[src/rtl/pc_fetch_unit.sv]
// Program counter and fetch sequencer: holds the PC, issues instruction fetches,
// applies branch redirects and stalls, and halts on request or on fetch timeout.
module pc_fetch_unit #(
   parameter int unsigned          WIDTH    = 32,
   parameter logic [WIDTH-1:0]     RESET_PC = '0,
   parameter int unsigned          STEP     = 4,
   parameter int unsigned          TIMEOUT  = 16
) (
   input  logic             i_clk,
   input  logic             i_rst,
   input  logic             i_stall,
   input  logic             i_halt,
   input  logic             i_resume,
   input  logic             i_br_taken,
   input  logic [WIDTH-1:0] i_br_target,
   input  logic             i_imem_ready,
   output logic [WIDTH-1:0] o_pc,
   output logic [WIDTH-1:0] o_npc,
   output logic             o_fetch_req,
   output logic             o_halted,
   output logic [7:0]       o_wait_cnt,
   output logic             o_misaligned,
   output logic             o_timeout,
   output logic [1:0]       o_dbg_state
);

   typedef enum logic [1:0] {
      ST_RUN  = 2'd0,
      ST_WAIT = 2'd1,
      ST_HALT = 2'd2
   } state_t;

   localparam logic [7:0]       TO_LAST  = 8'(TIMEOUT - 1);
   localparam logic [WIDTH-1:0] STEP_W   = WIDTH'(STEP);

   state_t           r_state;
   logic [WIDTH-1:0] r_pc;
   logic [7:0]       r_wait_cnt;
   logic             r_misaligned;
   logic             r_timeout;

   state_t           w_state_nxt;
   logic [WIDTH-1:0] w_pc_nxt;
   logic [WIDTH-1:0] w_npc;
   logic [7:0]       w_wait_nxt;
   logic             w_mis_set;
   logic             w_to_set;

   assign w_npc = r_pc + STEP_W;

   // State register: reset wins over every other input in its cycle.
   always_ff @(posedge i_clk) begin
      if (i_rst) begin
         r_state      <= ST_RUN;
         r_pc         <= RESET_PC;
         r_wait_cnt   <= '0;
         r_misaligned <= 1'b0;
         r_timeout    <= 1'b0;
      end else begin
         r_state      <= w_state_nxt;
         r_pc         <= w_pc_nxt;
         r_wait_cnt   <= w_wait_nxt;
         r_misaligned <= r_misaligned | w_mis_set;
         r_timeout    <= r_timeout | w_to_set;
      end
   end

   // Handshake: o_fetch_req is held high for o_pc until a cycle with
   // i_imem_ready=1 completes it; a taken branch or halt drops the pending fetch.
   always_comb begin
      w_state_nxt = r_state;
      w_pc_nxt    = r_pc;
      w_wait_nxt  = r_wait_cnt;
      w_mis_set   = 1'b0;
      w_to_set    = 1'b0;
      case (r_state)
         ST_RUN, ST_WAIT: begin
            if (i_halt) begin
               w_state_nxt = ST_HALT;
               w_wait_nxt  = '0;
            end else if (i_br_taken) begin
               w_pc_nxt    = {i_br_target[WIDTH-1:2], 2'b00};
               w_mis_set   = |i_br_target[1:0];
               w_state_nxt = ST_RUN;
               w_wait_nxt  = '0;
            end else if (i_stall) begin
               w_state_nxt = r_state;
            end else if (i_imem_ready) begin
               w_pc_nxt    = w_npc;
               w_state_nxt = ST_RUN;
               w_wait_nxt  = '0;
            end else if (r_wait_cnt == TO_LAST) begin
               w_state_nxt = ST_HALT;
               w_to_set    = 1'b1;
               w_wait_nxt  = '0;
            end else begin
               w_state_nxt = ST_WAIT;
               w_wait_nxt  = r_wait_cnt + 8'd1;
            end
         end
         ST_HALT: begin
            if (i_resume && !i_halt) begin
               w_state_nxt = ST_RUN;
            end
         end
         default: begin
            w_state_nxt = ST_RUN;
         end
      endcase
   end

   always_comb begin
      o_pc         = r_pc;
      o_npc        = w_npc;
      o_fetch_req  = (r_state != ST_HALT) && !i_rst;
      o_halted     = (r_state == ST_HALT);
      o_wait_cnt   = r_wait_cnt;
      o_misaligned = r_misaligned;
      o_timeout    = r_timeout;
      o_dbg_state  = r_state;
   end

endmodule

[config.mk]
export PLATFORM = sky130hd
export DESIGN_NAME = pc_fetch_unit
export DESIGN_NICKNAME = d
export VERILOG_FILES = /design/src/rtl/pc_fetch_unit.sv
export SDC_FILE = /design/constraint.sdc
export NUM_CORES = 1
export LEC_CHECK = 0
export ABC_AREA = 1
export CORE_MARGIN = 3
export CORE_UTILIZATION = 40
export DETAILED_ROUTE_END_ITERATION = 8
export PLACE_DENSITY = 0.81
export SLEW_MARGIN = 25
export SYNTH_ARGS = -nofsm -noshare
export SYNTH_HDL_FRONTEND = slang
export SYNTH_SLANG_ARGS = --single-unit
[constraint.sdc]
create_clock -name i_clk -period 3.1 [get_ports i_clk]
set_clock_uncertainty 0.05 [all_clocks]
set_input_delay 0.31 -clock i_clk [delete_from_list [all_inputs] [get_ports i_clk]]
set_output_delay 0.31 -clock i_clk [all_outputs]
set_load 0.1 [all_outputs]
==> results of run 1 <==
-- worst max-delay path by stage --
stage | slack, ns | depth (start not counted) | end | start
detailed placement | 0.85 | 5 | o_pc[27] | i_br_taken
CTS | 0.61 | 8 | o_npc[25] | o_pc[7]
global route | 0.46 | 8 | o_npc[25] | o_pc[13]
finish | 0.62 | 8 | o_npc[25] | o_pc[7]
floorplan | -0.09 | 4 | o_pc[4] | o_pc[3]
global placement | 0.92 | 5 | o_pc[19] | i_br_taken
-- worst max-delay path: stages, from the launching register on --
cell     delay, ns
dfxtp_1       0.52
nand2_1       0.17
nor2_2        0.15
nand2_4       0.12
nor2_4        0.27
nand2_1       0.08
nand2_1       0.07
and2_2        0.15
buf_4         0.28
-- placed cells by master, fill, tap and decap left out --
cell type	count
nand2_1	112
buf_4	73
a21oi_1	66
clkdlybuf4s50_1	43
dfxtp_1	41
nor2_1	35
o21ai_0	33
inv_1	32
nand3_1	19
nor2_4	12
nand2_2	8
nor2_2	6
xor2_4	6
clkbuf_8	5
nand3b_1	4
xor2_2	4
and2_2	4
conb_1	4
clkinvlp_4	3
xor2_1	3
inv_2	2
nand2_4	2
nor3_1	2
xnor2_2	2
xnor2_4	2
a31oi_1	2
ha_1	2
and2_1	1
a21oi_2	1
and3_1	1
o211ai_1	1
nor3b_1	1
nor3_2	1
clkinv_1	1
o21ai_1	1
a211oi_1	1
bufinv_16	1
dfxtp_2	1
-- stage by stage --
step / setup TNS [ns] / std cells
3_3_place_gp: 0 / 623
5_1_grt: 0 / 631
6_report: 0 / 631
4_1_cts: 0 / 631
2_1_floorplan: -0.218 / 435
3_5_place_dp: 0 / 623
-- registers in the layout, indices dropped and copies added (netlist names) --
| signal | flops |
|---|---|
| o_wait_cnt | 8 |
| o_dbg_state | 2 |
| o_timeout | 1 |
| o_pc | 30 |
| o_misaligned | 1 |
-- cell type report --
cell class              count  area [µm²]
inverters                  36         139
clock buffers               5        68.8
repair buffers            116         978
fillers                   616        2500
clock inverters             3        45.0
well taps                  93         116
multi-input cells         336        1910
flip-flops and latches     42         842
-- per-layer routing --
| layer | global-route usage (%) | vias up | part of all wire (%) |
|---|---|---|---|
| li1 | - | 1596 | - |
| met1 | 26.0 | 1435 | 43 |
| met2 | 36.4 | 118 | 49 |
| met3 | 4.17 | 11 | 6.5 |
| met4 | 5.99 | 0 | 1.7 |
| met5 | 0 | - | 0 |
-- kinds of logic after synthesis --
| family | Yosys count | share of synthesized area [%] |
|---|---|---|
| and+or+nand+nor | 208 | 34.6 |
| AOI/OAI and AO/OA | 105 | 19.0 |
| buffers and inverters | 57 | 8.46 |
| DFF | 42 | 29.8 |
| xor gates and xnor gates | 17 | 7.13 |
| adders and majority gates | 2 | 0.886 |
| other | 1 | 0.133 |
-- report_power, final --
group | switching, mW | leakage [nW] | internal (mW)
Sequential | 0.0628 | 0.344 | 0.575
Combinational | 0.685 | 1.30 | 0.199
Clock | 0.213 | 0.0504 | 0.240
Total | 0.961 | 1.69 | 1.01
==> impl_metrics.csv, run 1 <==
group,metric,value,unit
global_route,antenna_found_initial,0,
finish,areaGrowthSynthToFinish,45.3,%
timing,slew_violations,0,
synthesis,mappedNetlistArea,2820,µm²
placed_design,hpwl,6.72,mm
worst_setup_path,worstReg2RegEnd,"o_pc[19]",
synthesis,synth_seq_cells,42,
clocking,path_clk_slew,0.09,ns
die,start_util,42.8,%
synthesis,synth-warning-count,0,
global_route,first_global_vias,3024,
timing,worst_hold_slack_across_all_endpoints,0.406,ns
timing,setup_viol_count_final,0,
global_route,groute.usage.overall,20.9,%
worst_setup_path,r2r_setup_slack,0.93,ns
clocking,cts-resized-gates,0,
worst_setup_path,worst-endpoint-required,2.74,ns
detailed_routing,drt-vias-per-instance,5.01,
worst_setup_path,worst-setup-path-type,"flop to primary output",
global_route,grt_max_degree,31,
worst_setup_path,critPathArrivalTime,2.12,ns
synthesis,synthCells,432,
die,core_area,6600,µm²
die,io_pins,117,
global_route,wire_length_of_the_first_global_routing_pass,14.4,mm
clocking,cts.hold.buffers_added,0,
worst_setup_path,sort_of_element_at_the_start_of_the_critical_path,"flop",
hold_path,timing.hold.worst.class,"flop to flop",
hold_path,hold_endpoint,"o_timeout",
synthesis,synth_enable_flop_cells,0,
hold_path,min_delay_path_depth,2,
synthesis,synth-seq-area-share,29.8,%
clocking,htree_num_levels,2,
synthesis,ys_top_cells_by_count,"nand2_1 (114), a21oi_1 (66), dfxtp_1 (42), nor2_1 (37), inv_1 (34)",
clocking,clock_insertion_delay_worst_skew,0.30,ns
die,chipHeight,90.0,µm
synthesis,yosys.cell_types.count,32,
detailed_routing,drcViolationCount,0,
synthesis,synthTopCellsByArea,"dfxtp_1 (30%), nand2_1 (15%), a21oi_1 (12%)",
pwr,peakVddDrop,287,µV
detailed_routing,initialDrtViolationCount,189,
finish,finish.instance_area,4100,µm²
worst_setup_path,worst_r2r_startpoint,"o_dbg_state[1]",
synthesis,average_cell_area_after_synthesis,6.54,µm²
placed_design,place_congestion,0.917,
finish,layout.core_utilization,62.1,%
timing,part_of_the_cycle_the_worst_path_needs,80.1,%
timing,final_hold_viol_count,0,
clocking,clkSinkCount,42,
synthesis,synth_top_area_share,29.8,%
synthesis,ys.flop_type,"dfxtp_1",
detailed_routing,wl,8.62,mm
worst_setup_path,timing.critical_path.to_type,"primary output",
clocking,cts_max_path_buffers,2,
worst_setup_path,worst-r2r-cell-count,6,
global_route,grt_overflow,0,
timing,timing.fmax,403,MHz
clocking,cts.root.buffer_cell,"clkbuf_8",
timing,setup_ws,0.616,ns
pwr,total_power,1.97,mW
hold_path,holdCritStartpoint,"o_timeout",
finish,fin_nets,578,
finish,number_of_diodes,0,
detailed_routing,detailed_routing_iterations_pass_1,6,
timing,period_needed,2.48,ns
placed_design,post_place_worst_slack,0.853,ns
timing,actual_slew_at_the_worst_max_slew_pin,0.993,ns
detailed_routing,route.antenna.remaining_nets,0,
finish,final_layout_size_suffix_gt1_share,24.7,%
pwr,leakage,1.69,nW
timing,maxSlewHeadroom,33.6,%
timing,grt_setup_unrepaired,"false",
synthesis,synth_async_sr_flop_share,0,%
clocking,cts_tree,"built",
synthesis,cell_type_contributing_the_most_total_cell_area_after_synthesis,"dfxtp_1",
die,floorplan.rows,29,
die,fp.dieW,90.0,µm
die,die_area,8100,µm²
clocking,cts-buffers-inserted,5,
status,outcome,"finished, final reports clean",
placed_design,placement.cell_area,3990,µm²
run,drv_cap,0,
worst_setup_path,cp_max_fo,5,
pwr,power.density_cell_area,481,nW/µm²
placed_design,placement.io_buffers,112,
detailed_routing,vias,3160,
synthesis,synthMostInstantiatedCell,"nand2_1",
detailed_routing,drt-wirelength-per-cell,13.7,µm
clocking,postCtsSetupBuffers,0,
Note: power is estimated with default switching activity, not from simulation.
==> inputs of run 2 (changes only) <==
==> constraint.sdc (replaced) <==
create_clock -name i_clk -period 2.5 [get_ports i_clk]
set_clock_uncertainty 0.05 [all_clocks]
set_input_delay 0.25 -clock i_clk [delete_from_list [all_inputs] [get_ports i_clk]]
set_output_delay 0.25 -clock i_clk [all_outputs]
set_load 0.1 [all_outputs]
==> run 2 against run 1 <==
Combinational power rose by 38%. Non-clock buffer count rose by 3. Design area up 11%. Sequential power is 26% higher. Via count is 1.9% higher.
==> impl_metrics.csv, run 2 (synthesized netlist as in run 1, its figures left out) <==
group,metric,value,unit
status,outcome,"finished, final reports clean",
clocking,postCtsSetupBuffers,0,
worst_setup_path,worstReg2RegEnd,"o_pc[24]",
clocking,clkSinkCount,42,
finish,layout_common_cells,"nand2_1 (105), a21oi_1 (66), buf_4 (56)",
worst_setup_path,cp_num_cells,8,
worst_setup_path,startpoint,"o_pc[2]",
die,io_pins,117,
clocking,cts-buffers-inserted,5,
finish,final_layout_size_suffix_gt1_share,32.2,%
finish,number_of_diodes,0,
pwr,peakVddDrop,263,µV
detailed_routing,vias,3219,
timing,timing.fmax,429,MHz
clocking,cts_tree,"built",
placed_design,place_congestion,0.880,
pwr,total_power,2.49,mW
placed_design,hpwl,7.10,mm
timing,setup_viol_count_final,0,
die,floorplan.rows,29,
worst_setup_path,sort_of_element_at_the_start_of_the_critical_path,"flop",
die,core_area,6600,µm²
finish,largest_register_ff_count,30,
finish,finish.cell_count_without_fillers,634,
placed_design,post_place_worst_slack,0.505,ns
worst_setup_path,worst_path_buf_inv,1,
pwr,power.density_cell_area,545,nW/µm²
run,drv_cap,0,
worst_setup_path,r2r_setup_slack,0.66,ns
global_route,wire_length_of_the_first_global_routing_pass,15.3,mm
timing,period_needed,2.33,ns
clocking,cts.root.buffer_cell,"clkbuf_8",
worst_setup_path,cpLargestDelayFamily,"simple AND/OR/NAND/NOR gates",
die,fp.dieW,90.0,µm
timing,final_hold_viol_count,0,
die,chipHeight,90.0,µm
clocking,clock_insertion_delay_worst_skew,0.30,ns
worst_setup_path,worst_r2r_startpoint,"o_pc[2]",
hold_path,timing.hold.worst.class,"flop to flop",
detailed_routing,drcViolationCount,0,
clocking,cts.hold.buffers_added,0,
detailed_routing,drt-wirelength-per-cell,14.3,µm
timing,slew_violations,0,
clocking,cts_max_path_buffers,2,
worst_setup_path,worst-endpoint-required,2.20,ns
placed_design,placement.io_buffers,112,
finish,n_fill_cell,541,
worst_setup_path,critical_path.slowest_cell,"dfxtp_4",
die,die_area,8100,µm²
clocking,htree_num_levels,2,
detailed_routing,wl,9.09,mm
detailed_routing,drt-vias-per-instance,5.08,
finish,layout.core_utilization,69.3,%
global_route,grt_max_degree,34,
worst_setup_path,worst-setup-path-type,"flop to primary output",
pwr,leakage,1.83,nW
finish,fin_nets,581,
finish,layout.cells.most_common,"nand2_1",
finish,areaGrowthSynthToFinish,62.0,%
timing,setup_ws,0.170,ns
clocking,path_clk_slew,0.10,ns
die,start_util,42.8,%
timing,grt_setup_unrepaired,"false",
detailed_routing,initialDrtViolationCount,148,
clocking,cts-resized-gates,0,
worst_setup_path,worst-r2r-cell-count,9,
worst_setup_path,cp_max_fo,5,
global_route,grt_overflow,0,
timing,part_of_the_cycle_the_worst_path_needs,93.2,%
worst_setup_path,cp_slowest_stage_delay,0.39,ns
placed_design,placedCellCount,626,
detailed_routing,detailed_routing_iterations_pass_1,5,
worst_setup_path,cp-endpoint,"o_npc[20]",
worst_setup_path,crit_path_cell_trace,"ha_1 -> nand2_2 -> nor2_4 -> nand2_4 -> nor2_4 -> nand3_1 -> nand2_2 -> buf_12",
global_route,antenna_found_initial,0,
detailed_routing,route.antenna.remaining_nets,0,
global_route,groute.usage.overall,22.2,%
global_route,first_global_vias,3134,
worst_setup_path,timing.critical_path.to_type,"primary output",
worst_setup_path,critPathArrivalTime,2.03,ns
## run 2: changes by cell type in the layout (fill, tap and decap cells not counted), sizes merged
| cell | before | now |
|---|---|---|
| buf | 73 | 81 |
| bufinv | 1 | 0 |
| clkdlybuf4s50 | 43 | 38 |
| clkinv | 1 | 2 |
| clkinvlp | 3 | 2 |
| inv | 34 | 35 |
## run 2: final cells by class
class	count	area, µm²	share of cell area (%)
multi-input cells	336	2050	44.8
repair buffers	119	1300	28.4
flip-flops and latches	42	878	19.2
inverters	36	139	3.04
well taps	93	116	2.54
clock buffers	5	68.8	1.50
clock inverters	3	21.3	0.465
## run 2: tightest hold or removal path: stages (launching register included)
cell and delay [ns]:
dfxtp_1 0.32, inv_1 0.05, a21oi_1 0.06
## run 2: worst min-delay path by stage
stage               cells past startpoint           end  slack [ns]      startpoint
finish                                  2     o_timeout        0.42       o_timeout
global route                            2     o_timeout        0.43       o_timeout
CTS                                     2     o_timeout        0.42       o_timeout
detailed placement                      2     o_timeout        0.40       o_timeout
global placement                        2  o_misaligned        0.39    o_misaligned
floorplan                               2       o_pc[3]        0.35  i_br_target[3]
## run 2: metrics by stage
| stage | instance area (µm²) | TNS, ns | hold slack (ns) |
|---|---|---|---|
| final | 4570 | 0 | 0.418 |
| after global routing | 4570 | 0 | 0.433 |
| after CTS | 4570 | 0 | 0.417 |
| after detailed placement | 4480 | 0 | 0.400 |
| after global placement | 4480 | 0 | 0.392 |
| after floorplan | 3170 | -2.08 | 0.353 |
## run 2: where the power goes
group / switching, mW / total [mW] / internal (mW)
clock: 0.266 / 0.463 / 0.197
combinational: 0.878 / 1.22 / 0.346
sequential: 0.0850 / 0.805 / 0.720
## run 2: metal layers
metal  track usage [%]  vias up  part of all wire (%)
met4              5.48        0                   1.2
li1                  -     1604                     -
met2              38.7      133                    49
met5                 0        -                     0
met3              4.34       10                   7.0
met1              28.2     1472                    43
==> inputs of run 3 (changes only) <==
--- a/config.mk
+++ b/config.mk
@@ -5,11 +5,11 @@
 export SDC_FILE = /design/constraint.sdc
 export NUM_CORES = 1
 export LEC_CHECK = 0
-export ABC_AREA = 1
+export ABC_AREA = 0
 export CORE_MARGIN = 3
 export CORE_UTILIZATION = 40
 export DETAILED_ROUTE_END_ITERATION = 8
-export PLACE_DENSITY = 0.81
+export PLACE_DENSITY = 0.78
 export SLEW_MARGIN = 25
 export SYNTH_ARGS = -nofsm -noshare
 export SYNTH_HDL_FRONTEND = slang
==> run 3 against run 2 <==
Non-clock buffer count up 25. First-iteration DRC count grew 40%. Fmax down 4.7%. Sequential share of layout area down 1.4 points. Power fell by 8.8%. Critical path depth down 3. Global-route usage is 2.4 points higher. Count of clock-buffer cells in the layout unchanged. Design area is 15% higher. Core utilization up 1.8 points. Worst setup slack got worse by 0.11 ns. Clock power increased by 2%. Highest routed layer unchanged.
==> impl_metrics.csv, run 3 <==
group,metric,value,unit
synthesis,synth_top_area_share,26.8,%
synthesis,cell_type_contributing_the_most_total_cell_area_after_synthesis,"dfxtp_1",
global_route,globalRouteMet1Util,30.3,%
finish,layout.core_utilization,71.0,%
die,io_pins,117,
finish,number_of_diodes,0,
synthesis,synth_enable_flop_cells,0,
status,outcome,"finished, final reports clean",
detailed_routing,vias,3737,
clocking,cts-resized-gates,0,
synthesis,average_cell_area_after_synthesis,7.49,µm²
worst_setup_path,critPathArrivalTime,2.14,ns
timing,slew_violations,0,
timing,grt_setup_unrepaired,"true",
clocking,cts_tree,"built",
worst_setup_path,timing.critical_path.to_type,"primary output",
global_route,antenna_found_initial,0,
clocking,path_clk_slew,0.09,ns
die,chipHeight,94.5,µm
global_route,grt-busiest-layer,"met2",
global_route,first_global_vias,3651,
timing,final_hold_viol_count,0,
worst_setup_path,worstReg2RegEnd,"o_pc[20]",
worst_setup_path,worst_r2r_startpoint,"o_pc[6]",
synthesis,mappedNetlistArea,3130,µm²
worst_setup_path,worst-r2r-cell-count,5,
pwr,power_report.internal_total,1.21,mW
finish,finish.cell_count_without_fillers,633,
worst_setup_path,cp_slowest_stage_delay,0.63,ns
pwr,leakage,2.03,nW
pwr,sequentialPowerShare,34.4,%
pwr,total_power,2.27,mW
detailed_routing,drt-vias-per-instance,5.90,
placed_design,placedCellCount,613,
hold_path,min_delay_path_depth,4,
synthesis,ys_top_cells_by_count,"dfxtp_1 (42), nand2_1 (39), nor2_1 (31), a21oi_1 (24), xnor2_1 (23)",
clocking,cts-buffers-inserted,5,
worst_setup_path,critical_path.slowest_cell,"or4_4",
run,drv_cap,0,
finish,layout_common_cells,"buf_4 (80), nand2_1 (37), clkdlybuf4s50_1 (37)",
worst_setup_path,cp_max_fo,11,
synthesis,synth_seq_cells,42,
clocking,cts.root.buffer_cell,"clkbuf_8",
global_route,groute.usage.overall,24.7,%
synthesis,yosys.cell_types.count,63,
finish,largest_register_ff_count,30,
clocking,htree_num_levels,2,
global_route,wire_length_of_the_first_global_routing_pass,17.8,mm
global_route,grt_overflow,0,
hold_path,hold_endpoint,"o_pc[19]",
synthesis,synthMostInstantiatedCell,"dfxtp_1",
finish,layout.cells.most_common,"buf_4",
synthesis,synth-seq-area-share,26.8,%
die,start_util,42.3,%
finish,areaGrowthSynthToFinish,68.0,%
die,floorplan.rows,31,
synthesis,synthTopCellsByArea,"dfxtp_1 (27%), xnor2_1 (6.4%), nand2_1 (4.7%)",
placed_design,placement.io_buffers,112,
pwr,clockPowerShare,20.8,%
timing,maxSlewHeadroom,51.3,%
placed_design,hpwl,8.22,mm
pwr,p_sw_share,46.6,%
detailed_routing,drcViolationCount,0,
synthesis,ys.flop_type,"dfxtp_1",
die,fp.dieW,94.5,µm
worst_setup_path,sort_of_element_at_the_start_of_the_critical_path,"flop",
placed_design,place_congestion,0.849,
detailed_routing,route.antenna.remaining_nets,0,
detailed_routing,initialDrtViolationCount,207,
timing,worst_hold_slack_across_all_endpoints,0.357,ns
pwr,peakVddDrop,335,µV
detailed_routing,drt-wirelength-per-cell,17.5,µm
worst_setup_path,worst-endpoint-required,2.20,ns
global_route,grt_max_degree,39,
finish,fin_nets,574,
clocking,clock_insertion_delay_worst_skew,0.31,ns
clocking,cts_max_path_buffers,2,
timing,actual_slew_at_the_worst_max_slew_pin,0.726,ns
timing,timing.fmax,409,MHz
timing,setup_viol_count_final,0,
timing,part_of_the_cycle_the_worst_path_needs,97.8,%
pwr,power.density_cell_area,432,nW/µm²
pwr,power.share.combinational,44.7,%
synthesis,synthCells,418,
worst_setup_path,crit_path_cell_trace,"nand4_4 -> or4_4 -> or2_4 -> xnor2_4 -> buf_12",
timing,period_needed,2.44,ns
synthesis,synth_async_sr_flop_share,0,%
die,core_area,7410,µm²
clocking,cts.hold.buffers_added,0,
worst_setup_path,r2r_setup_slack,0.60,ns
global_route,gr-usage-met2,43.5,%
placed_design,post_place_worst_slack,0.300,ns
finish,final_layout_size_suffix_gt1_share,37.6,%
die,die_area,8930,µm²
worst_setup_path,worst-setup-path-type,"flop to primary output",
clocking,clkSinkCount,42,
detailed_routing,detailed_routing_iterations_pass_1,5,
pwr,p_sw,1.06,mW
timing,setup_ws,0.0557,ns
hold_path,holdCritStartpoint,"i_br_taken",
synthesis,synth-warning-count,0,
detailed_routing,wl,11.1,mm
global_route,met3_usage,5.50,%
hold_path,timing.hold.worst.class,"input port to flop",
==> run 3: per-stage QoR <==
stage | area (µm²) | setup TNS, ns
after floorplan | 3770 | -1.37
after global placement | 5080 | 0
after detailed placement | 5080 | 0
after CTS | 5250 | 0
after global routing | 5260 | -0.0833
final | 5260 | 0
==> run 3: layout make-up <==
class                      instances  area (µm²)
fill                             589        2150
clock inverter                     3        20.0
timing repair buffer             144        1500
tap                               99         124
clock buffer                       5        68.8
multi-input combinational        330        2580
sequential                        42         938
inverter                          10        37.5
==> run 3: worst max-delay path by stage <==
stage	from	end	slack (ns)	cells after the start
4_1_cts	o_pc[2]	o_npc[28]	0.0007	6
3_3_place_gp	i_imem_ready	o_pc[6]	0.33	6
5_1_grt	o_pc[15]	o_npc[31]	-0.05	5
3_5_place_dp	o_pc[15]	o_npc[28]	0.30	5
2_1_floorplan	o_pc[10]	o_npc[28]	-0.28	6
6_report	o_pc[6]	o_npc[28]	0.06	5
==> run 3: kinds of logic after synthesis <==
family | synth area share, %
adders and majority gates | 0.799
other | 0.120
AOI/OAI and AO/OA | 22.4
DFF | 26.8
xor gates and xnor gates | 8.67
muxes | 0.639
and+or+nand+nor | 33.6
buffers and inverters | 6.95
==> run 3: metal layers <==
| layer | up-vias | wire length, µm |
|---|---|---|
| li1 | 1785 | - |
| met1 | 1754 | 4440 |
| met2 | 184 | 5570 |
| met3 | 14 | 959 |
| met4 | 0 | 106 |
| met5 | - | 0 |
==> run 3: worst max-delay path: cells and delay by family, from the launching register on <==
kind                      cells  cell delay [ns]
xor gates and xnor gates      1             0.15
buffers and inverters         1             0.19
DFF                           1             0.43
and+or+nand+nor               3             1.07
==> run 3: power groups by stage <==
stage          sequential, mW  clock, mW  combinational, mW
6_report                0.783      0.473               1.02
5_1_grt                 0.794      0.506               1.05
4_1_cts                 0.782      0.484               1.02
3_5_place_dp            0.800          0               1.01
3_3_place_gp            0.796          0              0.998
2_1_floorplan           0.999          0              0.509
==> run 3: what timing repair did <==
action / CTS / global route
setup buffers: 10 / 2
pin swaps: 5 / 3
setup endpoints to repair: 2 / 8
